## src/rtl/usb_obi_bridge_master.sv

```systemverilog
// Byte-packet to OBI master bridge: parses CMD/ADDR/WDATA packets from the USB RX stream,
// performs one 32-bit OBI access per packet and returns ACK, read data or an error byte on TX.
module usb_obi_bridge_master #(
    parameter int unsigned RX_TIMEOUT = 1024,
    parameter logic [7:0]  ACK_BYTE   = 8'hA5,
    parameter logic [7:0]  ERR_BYTE   = 8'hEE
) (
    input  logic        clk_i,
    input  logic        rst_i,
    input  logic        rx_valid_i,
    input  logic [7:0]  rx_data_i,
    output logic        rx_ready_o,
    output logic        tx_valid_o,
    output logic [7:0]  tx_data_o,
    input  logic        tx_ready_i,
    output logic        bus_req_o,
    output logic        bus_we_o,
    output logic [3:0]  bus_be_o,
    output logic [31:0] bus_addr_o,
    output logic [31:0] bus_wdata_o,
    input  logic        bus_gnt_i,
    input  logic        bus_rvalid_i,
    input  logic [31:0] bus_rdata_i,
    output logic        busy_o
);

    localparam int unsigned TO_W = (RX_TIMEOUT > 2) ? $clog2(RX_TIMEOUT) : 1;
    localparam logic [TO_W-1:0] TO_MAX = TO_W'(RX_TIMEOUT - 1);

    typedef enum logic [2:0] {
        S_IDLE,
        S_ADDR,
        S_DATA,
        S_REQ,
        S_WAIT_R,
        S_RESP
    } state_e;

    state_e          state_q, state_d;
    logic [1:0]      cnt_q, cnt_d;
    logic [TO_W-1:0] to_q, to_d;
    logic            we_q, we_d;
    logic [31:0]     addr_q, addr_d;
    logic [31:0]     wdata_q, wdata_d;
    logic            req_q, req_d;
    logic            rx_rdy_q, rx_rdy_d;
    logic            tx_valid_q, tx_valid_d;
    logic [31:0]     tx_buf_q, tx_buf_d;
    logic [1:0]      tx_left_q, tx_left_d;
    logic            rx_fire;

    assign rx_fire = rx_valid_i && rx_rdy_q;

    always_comb begin
        state_d   = state_q;
        cnt_d     = cnt_q;
        to_d      = to_q;
        we_d      = we_q;
        addr_d    = addr_q;
        wdata_d   = wdata_q;
        tx_buf_d  = tx_buf_q;
        tx_left_d = tx_left_q;

        case (state_q)
            S_IDLE: begin
                if (rx_fire) begin
                    if (rx_data_i == 8'h01 || rx_data_i == 8'h02) begin
                        we_d    = (rx_data_i == 8'h01);
                        cnt_d   = 2'd0;
                        to_d    = '0;
                        state_d = S_ADDR;
                    end else begin
                        tx_buf_d  = {24'd0, ERR_BYTE};
                        tx_left_d = 2'd0;
                        state_d   = S_RESP;
                    end
                end
            end
            S_ADDR: begin
                if (rx_fire) begin
                    addr_d = {rx_data_i, addr_q[31:8]};
                    cnt_d  = cnt_q + 2'd1;
                    to_d   = '0;
                    if (cnt_q == 2'd3) begin
                        if (addr_d[1:0] != 2'b00) begin
                            tx_buf_d  = {24'd0, ERR_BYTE};
                            tx_left_d = 2'd0;
                            state_d   = S_RESP;
                        end else if (we_q) begin
                            state_d = S_DATA;
                        end else begin
                            state_d = S_REQ;
                        end
                    end
                end else if (to_q == TO_MAX) begin
                    tx_buf_d  = {24'd0, ERR_BYTE};
                    tx_left_d = 2'd0;
                    state_d   = S_RESP;
                end else begin
                    to_d = to_q + 1'b1;
                end
            end
            S_DATA: begin
                if (rx_fire) begin
                    wdata_d = {rx_data_i, wdata_q[31:8]};
                    cnt_d   = cnt_q + 2'd1;
                    to_d    = '0;
                    if (cnt_q == 2'd3) begin
                        state_d = S_REQ;
                    end
                end else if (to_q == TO_MAX) begin
                    tx_buf_d  = {24'd0, ERR_BYTE};
                    tx_left_d = 2'd0;
                    state_d   = S_RESP;
                end else begin
                    to_d = to_q + 1'b1;
                end
            end
            S_REQ: begin
                if (bus_gnt_i) begin
                    if (bus_rvalid_i) begin
                        tx_buf_d  = we_q ? {24'd0, ACK_BYTE} : bus_rdata_i;
                        tx_left_d = we_q ? 2'd0 : 2'd3;
                        state_d   = S_RESP;
                    end else begin
                        state_d = S_WAIT_R;
                    end
                end
            end
            S_WAIT_R: begin
                if (bus_rvalid_i) begin
                    tx_buf_d  = we_q ? {24'd0, ACK_BYTE} : bus_rdata_i;
                    tx_left_d = we_q ? 2'd0 : 2'd3;
                    state_d   = S_RESP;
                end
            end
            S_RESP: begin
                if (tx_ready_i) begin
                    if (tx_left_q == 2'd0) begin
                        state_d = S_IDLE;
                    end else begin
                        tx_buf_d  = {8'd0, tx_buf_q[31:8]};
                        tx_left_d = tx_left_q - 2'd1;
                    end
                end
            end
            default: state_d = S_IDLE;
        endcase

        // Handshake outputs are registered copies of the upcoming state.
        req_d      = (state_d == S_REQ);
        tx_valid_d = (state_d == S_RESP);
        rx_rdy_d   = (state_d == S_IDLE) || (state_d == S_ADDR) || (state_d == S_DATA);
    end

    always_ff @(posedge clk_i or posedge rst_i) begin
        if (rst_i) begin
            state_q    <= S_IDLE;
            cnt_q      <= 2'd0;
            to_q       <= '0;
            we_q       <= 1'b0;
            addr_q     <= 32'd0;
            wdata_q    <= 32'd0;
            req_q      <= 1'b0;
            rx_rdy_q   <= 1'b0;
            tx_valid_q <= 1'b0;
            tx_buf_q   <= 32'd0;
            tx_left_q  <= 2'd0;
        end else begin
            state_q    <= state_d;
            cnt_q      <= cnt_d;
            to_q       <= to_d;
            we_q       <= we_d;
            addr_q     <= addr_d;
            wdata_q    <= wdata_d;
            req_q      <= req_d;
            rx_rdy_q   <= rx_rdy_d;
            tx_valid_q <= tx_valid_d;
            tx_buf_q   <= tx_buf_d;
            tx_left_q  <= tx_left_d;
        end
    end

    assign rx_ready_o  = rx_rdy_q;
    assign tx_valid_o  = tx_valid_q;
    assign tx_data_o   = tx_buf_q[7:0];
    assign bus_req_o   = req_q;
    assign bus_we_o    = we_q;
    assign bus_be_o    = 4'hF;
    assign bus_addr_o  = addr_q;
    assign bus_wdata_o = wdata_q;
    assign busy_o      = (state_q != S_IDLE);

endmodule

```

## config.mk

```make
export PLATFORM = sky130hd
export DESIGN_NAME = usb_obi_bridge_master
export DESIGN_NICKNAME = d
export VERILOG_FILES = /design/src/rtl/usb_obi_bridge_master.sv
export SDC_FILE = /design/constraint.sdc
export NUM_CORES = 1
export LEC_CHECK = 0
export BUFFER_PORTS_ARGS = -buffer_cell sky130_fd_sc_hd__buf_2
export CAP_MARGIN = 5
export CORE_MARGIN = 8
export CORE_UTILIZATION = 35
export DETAILED_ROUTE_END_ITERATION = 6
export PLACE_DENSITY = 0.52
export SYNTH_ARGS = -nofsm -noshare
export SYNTH_HDL_FRONTEND = slang
export SYNTH_SLANG_ARGS = --single-unit
```

## constraint.sdc

```tcl
create_clock -name clk_i -period 4.45 [get_ports clk_i]
set_input_delay 0.89 -clock clk_i [delete_from_list [all_inputs] [get_ports clk_i]]
set_output_delay 0.89 -clock clk_i [all_outputs]
set_load 0.005 [all_outputs]
```

# Yosys cells after proc, flatten, opt, wreduce, memory -nomap -nowiden
# Index checks and enable logic that the tools add are counted.
dict set report op_classes {
  add_sub_neg 3
  n_eq_ne 24
  muxes 50
  reduce_logical 18
}
# operator n
set ops {}
lappend ops {{$mux W32} 12}
lappend ops {{$pmux W32 S6} 1}
lappend ops {{$mux W10} 4}
lappend ops {{$mux W3} 12}
lappend ops {{$mux W2} 15}
lappend ops {{$pmux W10 S2} 1}
lappend ops {{$pmux W3 S6} 1}
lappend ops {{$ne A2 B2 Y1 const B} 7}
lappend ops {{$eq A3 B2 Y1 const B} 4}
lappend ops {{$pmux W2 S6} 1}
lappend ops {{$add A10 B1 Y10 const B} 1}
lappend ops {{$eq A10 B10 Y1 const B} 1}
lappend ops {{$eq A3 B3 Y1 const B} 3}
lappend ops {{$ne A3 B3 Y1 const B} 3}
lappend ops {{$reduce_and A9 Y1} 1}
lappend ops {{$eq A8 B1 Y1 const B} 1}
lappend ops {{$eq A8 B2 Y1 const B} 1}
lappend ops {{$reduce_and A4 Y1} 2}
lappend ops {{$eq A3 B1 Y1 const B} 2}
lappend ops {{$logic_not A3 Y1} 2}
lappend ops {{$reduce_bool A6 Y1} 1}
lappend ops {{$pmux W2 S2} 1}
lappend ops {{$reduce_and A2 Y1} 2}
lappend ops {{$reduce_bool A2 Y1} 2}
lappend ops {{11 further kinds} 14}
dict set report word_totals {
  ff_bits 117
  inputBits 46
  output_inout_bits 81
}

# Depth between registers and ports, before layout
# Gate-level depths: netlist of the first run.
dict set report depth {
  ltp_word 8
  ltp_mapped 9
  ltp_nobuf 7
}

# Least setup slack after synthesis of the first run
# No wires, ideal clock.
dict set report synth_timing {
  kind {input to register}
  start {input port rx_data_i[3]}
  end {register tx_buf_q[5]}
  arrival_time_ns 2.125
  required_time_ns 4.327
  path_slack_ns 2.202
  cell_stages 6
  n_path_buf 1
  path_cell_list {nor4_1 > and3_1 > o21ai_1 > and2_0 > buf_2 > o221a_1}
}
dict set report synth_via {
  elab_chain_len 4
  elab_cells_between_ends 5
  cone_classes {3 x eq/ne; 2 x reduce/logical}
}
# element line
set synth_lines {}
lappend synth_lines {{start: declaration} 11} ;# input logic [7:0] rx_data_i,
lappend synth_lines {{$eq A8 B1 Y1 / $eq A8 B2 Y1 (equally long branches)} 67} ;# if (rx_data_i == 8'h01 || rx_data_i == 8'h02) begin
lappend synth_lines {{$logic_or A1 B1 Y1 (*)} 67}
lappend synth_lines {{$ne A2 B2 Y1 (no source line) (*)} --}
lappend synth_lines {{$reduce_and A9 Y1 (no source line) (*)} --}
lappend synth_lines {{end signal: assignment} 179} ;# tx_buf_q <= tx_buf_d;
lappend synth_lines {{end: declaration} 48} ;# logic [31:0] tx_buf_q, tx_buf_d;
# Mark *: on every way between the ends. The rest lies on a longest branch, timed or not.
# A chain may end at the register's enable or synchronous reset.

# Final worst setup path of the first run
dict set report layout_timing {
  start {register state_q[0]}
  end {output port busy_o}
}
dict set report layout_via {
  elab_chain_len 1
}
# element line
set layout_lines {}
lappend layout_lines {{start: declaration} 39} ;# state_e state_q, state_d;
lappend layout_lines {{start signal: assignment} 170} ;# state_q <= state_d;
lappend layout_lines {{$reduce_bool A3 Y1} 192} ;# assign busy_o = (state_q != S_IDLE);
lappend layout_lines {{end: declaration} 24} ;# output logic busy_o
# Every way passes these cells.

==> flow_summary.ini, run 1 <==
[status]
status = complete, no violations

[worst_hold_path]
hold_depth = 2
min_path_type = reg -> reg
min_to = bus_addr_o[7]$_DFFE_PP0P_
hp-start = bus_addr_o[7]$_DFFE_PP0P_

[setup_path]
path_max_fanout = 21
critical_path_required_ns = 3.56
slowest_stage = dfrtp_1
rr_startpoint = state_q[0]$_DFF_PP0_
reg2regPathDepth = 5
critical-path-max-stage-delay_ns = 0.64
path_class = reg -> out
worstSetupStartpointType = flop
path_delay_family = flip-flops
crit_chain = nor3_1 -> inv_1 -> buf_2
r2r_slack_ns = 1.63
path_buf_inv = 2
worst_ep_arrival_time_ns = 1.96
worst_r2r_endpoint = tx_buf_q[31]$_DFFE_PP0P_
worst_setup_path_end_kind = output pin
cp-startpoint = state_q[0]$_DFF_PP0_

[floorplanning]
start_util = 0.3571
die_area_sq_mm = 0.01969
row_count = 45
io_pins = 127
die_height_microns = 140.3
die_x_microns = 140.3
core_sq_mm = 0.01515

[sta]
slew_violations = 0
finalCriticalPeriod_ns = 2.852
fin_crit_sh = 0.6408
relSlewSlack = 0.2401
fin_worst_skew_ns = 0.01160
worst_slew_pin_slew_ns = 1.137
fmax_mhz = 350.7
finalHoldViolations = 0
rsz0062_at_grt = false
setup_viol = 0
tns_ns = 0

[logic_synthesis]
postSynthCellCount = 482
yosysSeqAreaShare = 0.5413
synth_top_area_frac = 0.5413
synth_seq_cells = 117
yosysTopAreaCell = dfrtp_1
yosys-top-cells-count = dfrtp_1, nand2_1, a22o_1, mux2_2, nor2_1
synth_warnings = 0
synth_flop_cell = dfrtp_1
synth_edf_count = 0
postSynth.asyncResetShare = 1.000
yosysMostFrequentCell = dfrtp_1
synth_area_leaders = dfrtp_1, mux2_2, a22o_1, nand2_1, buf_4
synth_cell_type_count = 60
syn_avg_cell_area_sq_um = 11.22
synth_area_sq_mm = 0.005409

[placed_design]
io_buffers = 122
dp_hpwl_microns = 9628
place_inst = 760
gp_congestion = 0.7843

[grt]
grt_use_total = 0.1436
grt_max_degree = 70
grt_pass1_vias = 4244
grt_first_pass_wirelength_microns = 22500
grt_overflow_total = 0
antenna_found_initial = 1

[cts]
cts-root-buf = clkbuf_16
postCtsSetupBuffers = 0
cts_buffer_depth = 2
clk_pin_slew_worst_paths_ns = 0.06
cts_buffers = 17
cts_hold_buf = 0
worst_skew_pair.late_latency_ns = 0.42
tritoncts = built
cts_num_sinks = 117
h-tree-depth = 4
cts_resized = 0

[finish]
drive_gt1_frac = 0.3593
regArea_sq_mm = 0.002928
instances_no_fill = 793
nets = 640
fillers = 1458
area_delta_synth_final_pct = 22.65
multi_input_area_sq_mm = 0.002197

[power]
power.total_mw = 4.227
leakage_nw = 3.371
power.density_mw_per_mm2 = 637.2
peakVddDrop_mv = 0.2962

[route]
drt-wirelength-per-cell_microns = 17.37
finalWirelength_microns = 13770
drtAntennaViolNets = 0
dr.pass1.iters = 4
drt-initial-drc-count = 240
viasPerCell = 5.084
drc_errors = 0
vias = 4032

[flow_run]
maxCapViolations = 0
sequential cells by signal (all words and copies together), names as in the netlist:
name / count
tx_left_q: 2
bus_wdata_o: 32
tx_valid_o: 1
tx_buf_q: 32
bus_we_o: 1
bus_req_o: 1
state_q: 3
rx_ready_o: 1
to_q: 10
cnt_q: 2
bus_addr_o: 32
cells by family (layout without fill, tap and decap cells):
group | Yosys count | count (layout) | share of synthesized area
other | 1 | 5 | 0.0006933
AND/OR/NAND/NOR | 147 | 147 | 0.1272
XOR/XNOR | 6 | 6 | 0.009717
buffers and inverters | 55 | 174 | 0.05644
adder cells (fa/ha/maj) | 3 | 3 | 0.006940
AO/OA/AOI/OAI | 110 | 110 | 0.1684
flip-flops | 117 | 117 | 0.5413
multiplexers | 43 | 43 | 0.08929
stage by stage:
| step | setup WS [ns] | util | hold WS (ns) | cell area [sq um] |
|---|---|---|---|---|
| 6_report | 1.598 | 0.4380 | 0.4647 | 6634 |
| 5_1_grt | 1.404 | 0.4380 | 0.4852 | 6634 |
| 4_1_cts | 1.606 | 0.4378 | 0.4711 | 6631 |
| 3_5_place_dp | 1.567 | 0.4008 | 0.4570 | 6071 |
| 3_3_place_gp | 1.587 | 0.4008 | 0.4520 | 6071 |
| 2_1_floorplan | 0.4592 | - | 0.4569 | 5420 |
routing by layer:
layer  up-vias  track usage  wire [microns]
met4         0      0.05714             179
met2        85       0.2211            6714
met5         -            0               0
met3        14      0.04417             667
li1       1941            -               -
met1      1992       0.1846            6210
worst max-delay path by stage:
stage                                            to  cells past startpoint  slack (ns)
after CTS                                    busy_o                      3        1.61
after detailed placement   tx_buf_q[31]$_DFFE_PP0P_                      6        1.57
after global placement     tx_buf_q[24]$_DFFE_PP0P_                      6        1.59
after floorplan           bus_addr_o[0]$_DFFE_PP0P_                      1        0.46
final                                        busy_o                      3        1.60
after global routing       tx_buf_q[31]$_DFFE_PP0P_                      5        1.40
cells in the final DEF (no fill, tap or decap), types with 2 or more instances in the layout:
master        n
a221o_1       3
nor2b_1       2
or3_1         3
nor2_1       22
clkinv_2      4
nand3_2       2
inv_6         3
mux2_2       42
nand3_1       7
buf_2       122
xnor2_1       3
a21oi_1      13
clkinvlp_4    2
nand2b_1      5
and4_1        2
inv_1        13
nand2_1      81
buf_4         6
xor2_1        3
ha_1          3
nor3_1        5
and3_1        3
clkbuf_1      2
clkbuf_16    17
clkbuf_8      2
o41ai_1       2
conb_1        4
and2_1        2
a31oi_1       2
o221a_1       2
nand4_1       4
nor4_1        2
a32o_1        8
a21o_1        4
a22o_1       43
a21oi_2       3
dfrtp_1     117
o21ai_0      12
final cells by class:
cell class              count  share of cell area
inverters                  14            0.008299
clock buffers              21             0.06941
clock inverters            11             0.01509
diodes                      1           0.0003772
repair buffers            128             0.09883
well taps                 188             0.03546
flip-flops and latches    117              0.4413
multi-input cells         313              0.3312
tightest hold or removal path, cell delays in order, from the launching register on:
cell	delay, ns
dfrtp_1	0.33
nand2_1	0.05
nand2_1	0.05
where the power goes:
part	internal [mW]	switching (mW)	leakage, nW
logic	0.567	0.793	1.54
clock network	0.798	0.493	0.274
registers	1.33	0.248	1.56
total	2.69	1.53	3.37
Power figures use the tool's default switching activity.
==> run 2: changes to the inputs <==
ABC_AREA = 1   (was default)
PLACE_DENSITY = 0.54   (was 0.52)
clock period = 2.4 ns   (was 4.45 ns; I/O delays follow)
==> run 2 against run 1 <==
Routed wire length up 11%. Sequential share of layout area down 3.6 points. Area after synthesis up 7.6%. Largest cell class unchanged. First-iteration DRC count down 1.3%. Highest routed layer is now met5. Worst setup slack worse by 1.2 ns. Count of clock-buffer cells in the layout unchanged.
==> flow_summary.ini, run 2 <==
[status]
status = complete, no violations

[cts]
cts_resized = 0
tritoncts = built
cts_buffer_depth = 2
cts_hold_buf = 0
cts_num_sinks = 117
worst_skew_pair.late_latency_ns = 0.41
cts_buffers = 17
clk_pin_slew_worst_paths_ns = 0.06
cts-root-buf = clkbuf_16
h-tree-depth = 4
postCtsSetupBuffers = 0

[finish]
drive_gt1_frac = 0.2564
area_delta_synth_final_pct = 24.04
mostFrequentLayoutCells = nand2_1, buf_2, dfrtp_1, nand3_1
final_common_cell = nand2_1
nets = 894

[route]
wl_met1_microns = 7090
vias = 4993
finalWirelength_microns = 15340
drt-initial-drc-count = 237
routed-wl-met2_microns = 6991
highest_layer = met5
viasPerCell = 4.627
drt-wirelength-per-cell_microns = 14.21
dr.pass1.iters = 5
drtAntennaViolNets = 0
met3WireLength_microns = 1118
drc_errors = 0

[logic_synthesis]
synth_top_area_frac = 0.5031
postSynthCellCount = 732
synth_cell_type_count = 29
yosysSeqAreaShare = 0.5031
yosys-top-cells-count = nand2_1, dfrtp_1, nand3_1, inv_1, o21ai_0
synth_seq_cells = 117
syn_avg_cell_area_sq_um = 7.950
postSynth.asyncResetShare = 1.000
yosysMostFrequentCell = nand2_1
synth_edf_count = 0
synth_warnings = 0
synth_area_leaders = dfrtp_1, nand2_1, nand3_1, mux2_2, o21ai_0
synth_flop_cell = dfrtp_1
synth_area_sq_mm = 0.005819
yosysTopAreaCell = dfrtp_1

[floorplanning]
die_area_sq_mm = 0.02101
start_util = 0.3547
row_count = 47
core_sq_mm = 0.01641
io_pins = 127
die_x_microns = 144.9
die_height_microns = 144.9

[setup_path]
critical-path-max-stage-delay_ns = 0.47
slowest_stage = dfrtp_1
path_delay_family = simple AND/OR/NAND/NOR gates
worst_ep_arrival_time_ns = 2.32
path_max_fanout = 13
cp-startpoint = to_q[0]$_DFFE_PP0P_
path_buf_inv = 1
worstSetupStartpointType = flop
rr_startpoint = to_q[0]$_DFFE_PP0P_
crit_chain = ha_1 -> nand2_1 -> nor2_2 -> nand3_4 -> nor2_2 -> inv_2 -> nand2_1 -> o21ai_1
critical_path_required_ns = 2.68
path_class = reg -> reg
worst_setup_path_end_kind = flop

[grt]
grt_first_pass_wirelength_microns = 25610
grt_max_degree = 72
grt_overflow_total = 0
grt_use_total = 0.1484
antenna_found_initial = 2
grt_pass1_vias = 5010

[sta]
fin_crit_sh = 0.8498
worst_slew_pin_slew_ns = 0.8136
tns_ns = 0
relSlewSlack = 0.4563
fin_worst_skew_ns = 0.01036
fmax_mhz = 490.3
slew_violations = 0
finalHoldViolations = 0
finalCriticalPeriod_ns = 2.040
rsz0062_at_grt = false
setup_viol = 0

[placed_design]
dp_hpwl_microns = 10770
io_buffers = 122
gp_congestion = 0.8100

[power]
peakVddDrop_mv = 0.7759
power.density_mw_per_mm2 = 1228
leakage_nw = 3.884
power.total_mw = 8.861

[flow_run]
maxCapViolations = 0

[worst_hold_path]
min_path_type = in -> async
run 2: changes by cell type after synthesis, sizes merged, moves of 8 or more:
| cell | previous run | this run |
|---|---|---|
| nand2 | 81 | 299 |
| nand3 | 9 | 74 |
| a22o | 43 | 0 |
| inv | 14 | 56 |
| o21ai | 13 | 50 |
| mux2 | 42 | 23 |
| nor2 | 22 | 39 |
| a21oi | 16 | 5 |
| a32o | 8 | 0 |
| nand4 | 4 | 12 |
run 2: cells by family after synthesis:
logic type                 count (synthesis)  share of synthesized area
buffers and inverters                    100                    0.08041
muxes                                     23                    0.04451
AOI/OAI and AO/OA                         59                    0.05311
other                                      1                  0.0006444
adders and majority gates                  3                   0.006451
DFF                                      117                     0.5031
and+or+nand+nor                          429                     0.3118
run 2: path summary, 6_finish.rpt:
kind | endpoint | slack [ns] | cells after the start
worst max-delay path | to_q[9]$_DFFE_PP0P_ | 0.36 | 8
worst min-delay path | bus_addr_o[12]$_DFFE_PP0P_ | 0.16 | 3
worst max register to register | to_q[9]$_DFFE_PP0P_ | 0.36 | 8
worst min register to register | bus_wdata_o[5]$_DFFE_PP0P_ | 0.47 | 2
max in group asynchronous | tx_buf_q[31]$_DFFE_PP0P_ | 1.88 | 3
min in group clk_i | bus_wdata_o[31]$_DFFE_PP0P_ | 0.35 | 3
run 2: stage by stage:
step | instance area (sq um) | instances | worst slack (ns) | hold WS, ns | utilization
after floorplan | 5834 | 735 | 0.4926 | 0.4419 | -
after global placement | 6615 | 1046 | 0.2027 | 0.4589 | 0.4032
after detailed placement | 6615 | 1046 | 0.1683 | 0.4624 | 0.4032
after CTS | 7216 | 1078 | 0.3627 | 0.1566 | 0.4398
after global routing | 7216 | 1078 | 0.09992 | 0.1709 | 0.4398
final | 7218 | 1079 | 0.3604 | 0.1582 | 0.4399
run 2: worst register-to-register path, stage by stage, from the launching register on:
cell	delay [ns]
dfrtp_1	0.47
ha_1	0.22
nand2_1	0.10
nor2_2	0.22
nand3_4	0.23
nor2_2	0.20
inv_2	0.05
nand2_1	0.30
o21ai_1	0.13
run 2: final cells by class:
class | instances | area [sq um]
diodes | 1 | 2.502
clock buffers | 21 | 450.4
clock inverters | 11 | 150.1
fillers | 1659 | 9189
inverters | 56 | 214.0
multi-input cells | 518 | 2440
flip-flops and latches | 117 | 2928
well taps | 220 | 275.3
repair buffers | 135 | 758.2
run 2: where the power goes:
group | switching [mW] | internal (mW)
Clock | 0.930 | 1.67
Combinational | 1.87 | 1.25
Sequential | 0.507 | 2.64
run 2: routing by layer:
metal  up-vias  GRT usage
li1       2545          -
met2       117     0.2271
met5         -          0
met1      2317     0.1877
met3        10    0.06312
met4         4    0.04103
==> run 3: changes to the inputs <==
ABC_AREA = 0   (was 1)
PLACE_DENSITY = 0.52   (was 0.54)
clock period = 2 ns   (was 2.4 ns; I/O delays follow)
==> run 3 against run 2 <==
Final cell count down 24%. Via count shrank 17%. Sequential power rose by 9.9%.
==> flow_summary.ini, run 3 (same netlist as run 1, synthesis figures left out) <==
[placed_design]
place_inst = 789
dp_hpwl_microns = 10340
postPlaceCellArea_sq_mm = 0.006365
io_buffers = 122
gp_congestion = 0.8115

[cts]
postCtsSetupBuffers = 0
tritoncts = built
cts_buffer_depth = 2
worst_skew_pair.late_latency_ns = 0.41
cts_buffers = 17
h-tree-depth = 4
clk_pin_slew_worst_paths_ns = 0.05
cts-root-buf = clkbuf_16
cts_num_sinks = 117

[route]
vias = 4134
drt-initial-drc-count = 231
dr.pass1.iters = 4
drt-wirelength-per-cell_microns = 17.18
finalWirelength_microns = 14100
drc_errors = 0
drtAntennaViolNets = 0
viasPerCell = 5.035

[setup_path]
path_class = reg -> out
worst_ep_arrival_time_ns = 1.50
path_delay_family = buffers and inverters
critical-path-max-stage-delay_ns = 0.43
worstSetupStartpointType = flop
slowest_stage = dfrtp_1
crit_chain = buf_12 -> nor3_4 -> inv_1 -> buf_2
worst_setup_path_end_kind = output pin
critical_path_required_ns = 1.60
path_buf_inv = 3
path_max_fanout = 19

[status]
status = complete, no violations

[worst_hold_path]
min_path_type = in -> reg

[finish]
instances_no_fill = 821
area_delta_synth_final_pct = 29.49
nets = 670
drive_gt1_frac = 0.3949
diodes = 0
final_common_cell = buf_2
design_area_sq_mm = 0.007004
final_core_util = 0.4625
mostFrequentLayoutCells = buf_2, dfrtp_1, nand2_1, a22o_1, mux2_2

[floorplanning]
io_pins = 127
start_util = 0.3571
die_height_microns = 140.3
row_count = 45
die_area_sq_mm = 0.01969
die_x_microns = 140.3
core_sq_mm = 0.01515

[sta]
fin_crit_sh = 0.9491
rsz0062_at_grt = false
finalHoldViolations = 0
tns_ns = 0
setup_viol = 0
hold_slack_ns = 0.2349
fmax_mhz = 526.8
finalCriticalPeriod_ns = 1.898
slew_violations = 0
fin_worst_skew_ns = 0.01327

[grt]
grt_max_degree = 45
grt_overflow_total = 0
antenna_found_initial = 0
grt_pass1_vias = 4180
grt_use_total = 0.1447
grt_first_pass_wirelength_microns = 22670

[flow_run]
maxCapViolations = 0

[power]
power.density_mw_per_mm2 = 1444
leakage_nw = 3.558
p_int_mw = 6.651
combPwrFrac = 0.356
pwr-share-clk = 0.304
p_sw_mw = 3.465
p_sw_frac = 0.3425
seq_power_share = 0.341
peakVddDrop_mv = 0.7516
run 3: changes by cell type in the layout (fill, tap and decap cells not counted), moves of 9 or more:
cell     previous run  this run
a22o_1              0        43
nand3_1            69         7
o21ai_0            43        11
buf_4               9        29
inv_1              43        13
inv_2              12         0
nand2_1           295        81
nor2_1             31        22
mux2_2             21        42
run 3: area by class of cell:
class	instances	area [sq um]
timing repair buffer	158	958.4
tap	188	235.2
sequential	117	2930
inverter	14	56.30
clock buffer	22	474.2
fill	1406	8142
clock inverter	9	126.4
multi-input combinational	313	2223
run 3: path summary, 6_finish.rpt:
check | start | end | slack, ns | cells past startpoint
max | state_q[0]$_DFF_PP0_ | busy_o | 0.10 | 4
min | bus_rdata_i[30] | tx_buf_q[30]$_DFFE_PP0P_ | 0.23 | 2
max reg2reg | tx_left_q[0]$_DFFE_PP0P_ | tx_buf_q[26]$_DFFE_PP0P_ | 0.12 | 8
min reg2reg | bus_addr_o[6]$_DFFE_PP0P_ | bus_addr_o[6]$_DFFE_PP0P_ | 0.47 | 2
max in group asynchronous | rst_i | state_q[2]$_DFF_PP0_ | 0.80 | 4
min in group asynchronous | rst_i | bus_addr_o[9]$_DFFE_PP0P_ | 0.56 | 3
run 3: worst register-to-register path: stages (launching register included):
cell and delay (ns):
dfrtp_1 0.37, inv_1 0.07, ha_1 0.20, nand2b_1 0.13, a21oi_1 0.08, o221a_4 0.29, and3_1 0.19, buf_12 0.17
a32o_1 0.25
run 3: through the flow:
step           setup WS [ns]  power [mW]
2_1_floorplan         0.1726       5.754
3_3_place_gp        -0.03305       7.005
3_5_place_dp        -0.05380       7.069
4_1_cts            -0.006549       10.19
5_1_grt             0.009076       10.72
6_report              0.1018       10.12
run 3: timing repair:
action	4_1_cts	5_1_grt
hold endpoints to repair	11	0
hold buffers	1	0
setup endpoints to repair	1	38
gates resized for setup	1	7
run 3: power by group through the flow:
stage	clock network, mW	logic, mW	registers (mW)
finish	3.07	3.60	3.45
floorplan	0	2.38	3.37
global placement	0	3.56	3.45
detailed placement	0	3.60	3.47
CTS	3.13	3.61	3.44
global route	3.25	3.94	3.53
run 3: metal layers:
| layer | GRT usage | wire [microns] |
|---|---|---|
| met4 | 0.04514 | 156 |
| met3 | 0.04383 | 730 |
| met5 | 0 | 0 |
| met1 | 0.1909 | 6520 |
| met2 | 0.2229 | 6698 |
